===== config.mk =====
export PLATFORM = sky130hd
export DESIGN_NAME = sdp_mem_be
export DESIGN_NICKNAME = d
export VERILOG_FILES = /design/src/rtl/sdp_mem_be.sv
export SDC_FILE = /design/constraint.sdc
export NUM_CORES = 1
export LEC_CHECK = 0
export BUFFER_PORTS_ARGS = -buffer_cell sky130_fd_sc_hd__clkbuf_2
export CAP_MARGIN = 15
export CORE_MARGIN = 3
export CORE_UTILIZATION = 45
export CTS_CLUSTER_DIAMETER = 80
export DETAILED_ROUTE_END_ITERATION = 6
export SLEW_MARGIN = 20
export SYNTH_ARGS = -nofsm -noshare
export SYNTH_HDL_FRONTEND = slang
export SYNTH_SLANG_ARGS = --single-unit

===== constraint.sdc =====
create_clock -name clk -period 2.89 [get_ports clk]
set_clock_uncertainty 0.2 [all_clocks]
set_input_delay 0.578 -clock clk [delete_from_list [all_inputs] [get_ports clk]]
set_output_delay 0.578 -clock clk [all_outputs]
set_load 0.05 [all_outputs]

===== src/rtl/sdp_mem_be.sv =====
// sdp_mem_be: simple-dual-port synchronous RAM with per-byte write enables,
// read latency of 1 or 2, selectable read-during-write policy, a read-valid
// strobe and a hardware clear engine that sweeps CLR_VAL into every word.
//
// Ports
//   clk, rst_n   clock, asynchronous active-low reset
//   clear_req    re-run the clear sweep (honoured only while ready=1)
//   ready        1 = sweep done and ports accepted; 0 = sweep running
//   wr_en/wr_addr/wr_data/wr_be   write port with byte enables
//   rd_en/rd_addr                 read request
//   rd_data      read data, holds its value when no read completes
//   rd_valid     one-cycle strobe marking a completed read
module sdp_mem_be #(
  parameter int unsigned       ADDR_W   = 3,
  parameter int unsigned       DATA_W   = 16,
  parameter int unsigned       RD_LAT   = 1,
  parameter int unsigned       RDW_MODE = 0,
  parameter logic [DATA_W-1:0] CLR_VAL  = '0
) (
  input  logic                  clk,
  input  logic                  rst_n,
  input  logic                  clear_req,
  output logic                  ready,
  input  logic                  wr_en,
  input  logic [ADDR_W-1:0]     wr_addr,
  input  logic [DATA_W-1:0]     wr_data,
  input  logic [DATA_W/8-1:0]   wr_be,
  input  logic                  rd_en,
  input  logic [ADDR_W-1:0]     rd_addr,
  output logic [DATA_W-1:0]     rd_data,
  output logic                  rd_valid
);

  localparam int unsigned DEPTH = 1 << ADDR_W;
  localparam int unsigned BE_W  = DATA_W / 8;

  typedef enum logic {
    ST_CLEAR = 1'b0,
    ST_READY = 1'b1
  } state_t;

  state_t              r_state;
  state_t              w_state_nxt;
  logic [ADDR_W-1:0]   r_cnt;
  logic [ADDR_W-1:0]   w_cnt_nxt;
  logic                r_ready;

  logic [DATA_W-1:0]   r_mem [DEPTH];

  logic                w_mem_we;
  logic [ADDR_W-1:0]   w_mem_waddr;
  logic [DATA_W-1:0]   w_mem_wdata;
  logic [DATA_W-1:0]   w_wr_merged;
  logic [DATA_W-1:0]   w_rd_old;
  logic                w_rd_acc;
  logic                w_collide;

  logic                r_rd_valid;
  logic [DATA_W-1:0]   r_rd_data;

  // State register for the clear/ready controller
  always_ff @(posedge clk or negedge rst_n) begin
    if (!rst_n) begin
      r_state <= ST_CLEAR;
      r_cnt   <= '0;
      r_ready <= 1'b0;
    end else begin
      r_state <= w_state_nxt;
      r_cnt   <= w_cnt_nxt;
      r_ready <= (w_state_nxt == ST_READY);
    end
  end

  // Next-state: sweep one word per clock, leave CLEAR on the last address
  always_comb begin
    w_state_nxt = r_state;
    w_cnt_nxt   = r_cnt;
    case (r_state)
      ST_CLEAR: begin
        w_cnt_nxt = r_cnt + ADDR_W'(1);
        if (r_cnt == ADDR_W'(DEPTH - 1)) begin
          w_state_nxt = ST_READY;
        end
      end
      ST_READY: begin
        if (clear_req) begin
          w_state_nxt = ST_CLEAR;
          w_cnt_nxt   = '0;
        end
      end
      default: begin
        w_state_nxt = ST_CLEAR;
        w_cnt_nxt   = '0;
      end
    endcase
  end

  assign ready = r_ready;

  // Old word at the write address with the enabled bytes replaced
  always_comb begin
    w_wr_merged = r_mem[wr_addr];
    for (int unsigned b = 0; b < BE_W; b++) begin
      if (wr_be[b]) begin
        w_wr_merged[8*b +: 8] = wr_data[8*b +: 8];
      end
    end
  end

  // Single physical write port shared by the clear engine and the user port
  always_comb begin
    w_mem_we    = 1'b0;
    w_mem_waddr = wr_addr;
    w_mem_wdata = w_wr_merged;
    if (r_state == ST_CLEAR) begin
      w_mem_we    = 1'b1;
      w_mem_waddr = r_cnt;
      w_mem_wdata = CLR_VAL;
    end else if (wr_en) begin
      w_mem_we = 1'b1;
    end
  end

  // Storage array; contents are not reset, the sweep defines them
  always_ff @(posedge clk) begin
    if (w_mem_we) begin
      r_mem[w_mem_waddr] <= w_mem_wdata;
    end
  end

  assign w_rd_old  = r_mem[rd_addr];
  assign w_rd_acc  = (r_state == ST_READY) & rd_en;
  assign w_collide = wr_en & rd_en & (wr_addr == rd_addr);

  generate
    if (RD_LAT == 1) begin : g_lat1
      // Array read on the request edge; write-first forwards the merged word
      always_ff @(posedge clk or negedge rst_n) begin
        if (!rst_n) begin
          r_rd_valid <= 1'b0;
          r_rd_data  <= '0;
        end else begin
          r_rd_valid <= w_rd_acc;
          if (w_rd_acc) begin
            r_rd_data <= ((RDW_MODE == 1) && w_collide) ? w_wr_merged : w_rd_old;
          end
        end
      end
    end else begin : g_lat2
      logic              r_s1_vld;
      logic [ADDR_W-1:0] r_s1_addr;
      logic              r_s1_col;
      logic [DATA_W-1:0] r_s1_word;

      // Address registered first, array read one edge later. By then the
      // colliding write has landed, so read-first keeps a snapshot of the
      // pre-write word taken on the request edge.
      always_ff @(posedge clk or negedge rst_n) begin
        if (!rst_n) begin
          r_s1_vld   <= 1'b0;
          r_s1_addr  <= '0;
          r_s1_col   <= 1'b0;
          r_s1_word  <= '0;
          r_rd_valid <= 1'b0;
          r_rd_data  <= '0;
        end else begin
          r_s1_vld <= w_rd_acc;
          if (w_rd_acc) begin
            r_s1_addr <= rd_addr;
            r_s1_col  <= (RDW_MODE == 0) && w_collide;
            r_s1_word <= w_rd_old;
          end
          r_rd_valid <= r_s1_vld;
          if (r_s1_vld) begin
            r_rd_data <= r_s1_col ? r_s1_word : r_mem[r_s1_addr];
          end
        end
      end
    end
  endgenerate

  assign rd_valid = r_rd_valid;
  assign rd_data  = r_rd_data;

endmodule


* Word level (Yosys, flattened, before mapping)
Memory sizes are Yosys's and may differ from the RTL's. A register that Yosys moved wholly into a read port is not among the register bits.
Index checks and enable logic that the tools add are counted.
** Storage, ports and cells
- Output and inout port bits :: 18
- Memories kept :: 1
- Memory bits (writable) :: 128
- Input bits :: 29
- Register bits after elaboration :: 5
- Word-level logic and storage cells :: 23
** Operators by class
- Bitwise operators :: 2
- Reductions and logical operators :: 1
- Eq/ne operators :: 2
- Add/subtract/negate cells :: 1
- Mux-type cells :: 13
** Memory list
- r_mem :: words 8, width 16, rd ports 2, clocked after memory_dff 1, wr ports 1, RTL line 48 : logic [DATA_W-1:0] r_mem [DEPTH];
** Operators by type and width (count)
- $mux 16 :: 1
- $mux 8 :: 2
- $mux 1 :: 6
- $mux 3 :: 2
- $pmux 3 s2 :: 1
- $add 3x1->3 const B :: 1
- $eq 3x3->1 const B :: 1
- $ne 2x2->1 const B :: 1
- $pmux 1 s2 :: 1
- $and 1x1->1 :: 1
- $logic_not 1->1 :: 1
- $not 1->1 :: 1

* Longest topological paths before layout
- Depth after elaboration :: 4
- Gate-level depth with buffers :: 5
- Gate-level depth less buffers :: 4

* Worst setup path before layout
Ideal clock, no wire load.
- Path kind :: in2reg
- From :: input wr_addr[1]
- To :: memory r_mem[2][0] (enable)
- Data arrival time :: 1.859 ns
- Cell stages on the path :: 5
- Setup time :: 0.388 ns
- Slack :: 0.443 ns
- Buffers on the path :: 2
- Data required time :: 2.302 ns
- Path through :: nor2b_1 > buf_2 > buf_2 > a22oi_1 > nor2_1
** Between the ends
- Cells in the longest elaborated chain, start to end :: 1
** RTL lines
- start: declaration :: RTL line 25 : input logic [ADDR_W-1:0] wr_addr,
- $mux 3 :: RTL line 115 : if (r_state == ST_CLEAR) begin
- end: declaration :: RTL line 48
No other way between the ends.

* Worst setup path after layout
- From :: register r_ready, in the netlist ready
- To :: output ready
** RTL lines
- start: declaration :: RTL line 46 : logic r_ready;
- start signal: assignment :: RTL line 70 : r_ready <= (w_state_nxt == ST_READY);
- end: declaration :: RTL line 23 : output logic ready,
No word-level cell between the ends.

==> impl_metrics.env <==
export IMPL_status="finished, final reports clean"
export IMPL_grt_max_degree=65
export IMPL_dp_hpwl_um=11500
export IMPL_globalplace_congestion=0.799
export IMPL_multi_input_area_mm2=0.00248
export IMPL_seq_area_frac_synth_pct=61.3
export IMPL_syn_nets=531
export IMPL_syn_inst=500
export IMPL_routed_wl_um=18600
export IMPL_r2r_setup_slack_ns=0.42
export IMPL_grt_usage_pct=21.8
export IMPL_critical_path_peak_fanout=16
export IMPL_cts_setup_buffers=0
export IMPL_drt_iter0_markers=355
export IMPL_p_switching_w=0.00293
export IMPL_post_route_period_util_pct=87.9
export IMPL_critical_path_arrival_ns=1.76
export IMPL_clk_pin_slew_ns=0.06
export IMPL_ant_nets=0
export IMPL_fmax_mhz=394
export IMPL_rows=45
export IMPL_cts_resized_gates=0
export IMPL_stdcell_area_mm2=0.00823
export IMPL_cts_root_buf="clkbuf_16"
export IMPL_ys_warn_count=0
export IMPL_avgSynthCellArea_um2=14.3
export IMPL_portBuffers=46
export IMPL_fp_dieH_um=132
export IMPL_vias_per_cell=5.82
export IMPL_crit_path_end_kind="output pin"
export IMPL_post_drt_wl_per_cell_um=23.7
export IMPL_boundaryPins=47
export IMPL_p_leak_nw=3.09
export IMPL_fin_tns_setup_ns=0
export IMPL_netlist_area_mm2=0.00713
export IMPL_nFillCells=1291
export IMPL_vdd_drop_max_uv=556
export IMPL_dr_pass1_iters=5
export IMPL_power_internal_w=0.00566
export IMPL_area_growth_pct=15.4
export IMPL_rr_endpoint="r_mem[6][4]$_DFFE_PP_"
export IMPL_crit_reg2reg_launch="ready$_DFF_PN0_"
export IMPL_synth_distinct_cells=28
export IMPL_start_util_pct=46.4
export IMPL_diodes=0
export IMPL_postPlaceCellArea_mm2=0.00763
export IMPL_die_area_mm2=0.0174
export IMPL_grt_pass1_wl_um=28100
export IMPL_rsz0062_at_grt="no"
export IMPL_critPathKind="reg2out"
export IMPL_synth_seq_cells=149
export IMPL_drive_above_1_share_pct=35.8
export IMPL_setup_ws_ns=0.350
export IMPL_holdCritPathClass="in2async"
export IMPL_dp_worst_setup_slack_ns=0.253
export IMPL_synth_top_area_share_pct=53.9
export IMPL_grt_pass1_vias=4591
export IMPL_swShare_pct=34.1
export IMPL_clock_sinks=149
export IMPL_r2r_cells=4
export IMPL_p_comb_share_pct=30.7
export IMPL_yosys_area_top_type="edfxtp_1"
export IMPL_fp_dieW_um=132
export IMPL_clock_path_buffers=2
export IMPL_drv_cap=0
export IMPL_powerDensity_mw_per_mm2=1040
export IMPL_hold_buffers=0
export IMPL_regArea_mm2=0.00437
export IMPL_sequentialPowerShare_pct=43.3
export IMPL_netlist_top_cells_area="edfxtp_1 (54%), mux2_2 (15%), dfrtp_1 (7.4%)"
export IMPL_antenna_found_initial=0
export IMPL_cts_buffers=17
export IMPL_min_period_ns=2.54
export IMPL_nets=593
export IMPL_grt_remaining_overflow=0
export IMPL_setup_viol=0
export IMPL_start_kind="register"
export IMPL_tightest_slew_ns=0.790
export IMPL_clkLatencyLatePin_ns=0.43
export IMPL_fin_util_pct=53.5
export IMPL_drc_errors=0
export IMPL_route_vias_total=4573
export IMPL_finalMaxSlewViolations=0
export IMPL_hold_viol=0
export IMPL_core_area_mm2=0.0154
export IMPL_clkPwrFrac_pct=26.0
export IMPL_cts_tree="built"
export IMPL_worst_hold_slack_ns=0.0292
export IMPL_cp_required_ns=2.11
export IMPL_slew_headroom_pct=47.3
export IMPL_cts_max_level=4
==> synthesized netlist by cell type, drive strengths merged <==
library cell,instances
nand2b,1
a22oi,20
a21oi,16
edfxtp,128
and2,1
a31oi,18
dfrtp,21
nor2b,5
nand2,37
clkbuf,9
o31ai,16
a22o,16
mux2i,33
buf,26
ha,2
o21ai,16
o22ai,18
inv,8
mux2,96
o21bai,1
nor2,12
==> cell type report <==
type / instances / share of cell area [%]
Inverter: 8 / 0.365
Clock buffer: 22 / 5.76
Clock inverter: 10 / 1.55
Timing Repair Buffer: 78 / 5.87
Sequential cell: 149 / 53.1
Tap cell: 211 / 3.21
Multi-Input combinational cell: 308 / 30.2
==> power by group through the flow <==
stage	registers, W	clock network, W	logic, W
after CTS	0.00372	0.00227	0.00266
after global placement	0.00373	0	0.00262
after floorplan	0.00407	0	0.00136
after global routing	0.00380	0.00236	0.00285
final	0.00372	0.00224	0.00263
after detailed placement	0.00376	0	0.00264
==> logic make-up after synthesis <==
logic type / count (synthesis) / share of synthesized area (%)
flops: 149 / 61.3
simple gates: 56 / 3.19
buf+inv: 43 / 3.93
compound gates: 121 / 11.5
mux: 129 / 19.8
fa+ha+maj: 2 / 0.351
==> worst max-delay path: stages (launching register included) <==
cell and delay [ns]:
dfrtp_1 0.70, buf_4 0.33, clkbuf_2 0.31
==> registers in the layout, indices dropped and copies added, names as in the netlist <==
| register | cells |
|---|---|
| r_cnt | 3 |
| r_mem | 128 |
| rd_data | 16 |
| rd_valid | 1 |
| ready | 1 |
==> how the worst max path moves through the flow <==
stage                    start                    end  slack [ns]  cells after the start
2_1_floorplan       wr_addr[1]  r_mem[2][0]$_DFFE_PP_        0.44                      5
3_3_place_gp        wr_addr[0]  r_mem[0][8]$_DFFE_PP_        0.37                      5
3_5_place_dp        wr_addr[0]  r_mem[6][8]$_DFFE_PP_        0.25                      5
4_1_cts        ready$_DFF_PN0_                  ready        0.34                      2
5_1_grt        ready$_DFF_PN0_                  ready        0.26                      2
6_report       ready$_DFF_PN0_                  ready        0.35                      2
==> through the flow <==
stage                     power [W]  instances
after CTS                   0.00864        786
after floorplan             0.00543        500
after global routing        0.00901        786
after global placement      0.00635        754
final                       0.00859        786
after detailed placement    0.00640        754
==> routing by layer <==
| layer | track usage (%) | vias up | wire length, um |
|---|---|---|---|
| met2 | 35.1 | 160 | 9120 |
| li1 | - | 2073 | - |
| met1 | 29.8 | 2312 | 8180 |
| met3 | 4.24 | 28 | 955 |
| met5 | 0 | - | 0 |
| met4 | 7.70 | 0 | 338 |
==> layout by cell type (no fill, tap or decap), drive strengths merged <==
master	instances
a21oi	16
a22o	16
a22oi	20
a31oi	18
and2	1
buf	33
bufinv	3
clkbuf	67
clkinv	7
dfrtp	21
edfxtp	128
ha	2
inv	8
mux2	96
mux2i	33
nand2	37
nand2b	1
nor2	12
nor2b	5
o21ai	16
o21bai	1
o22ai	18
o31ai	16
Note: power is estimated with default switching activity, not from simulation.
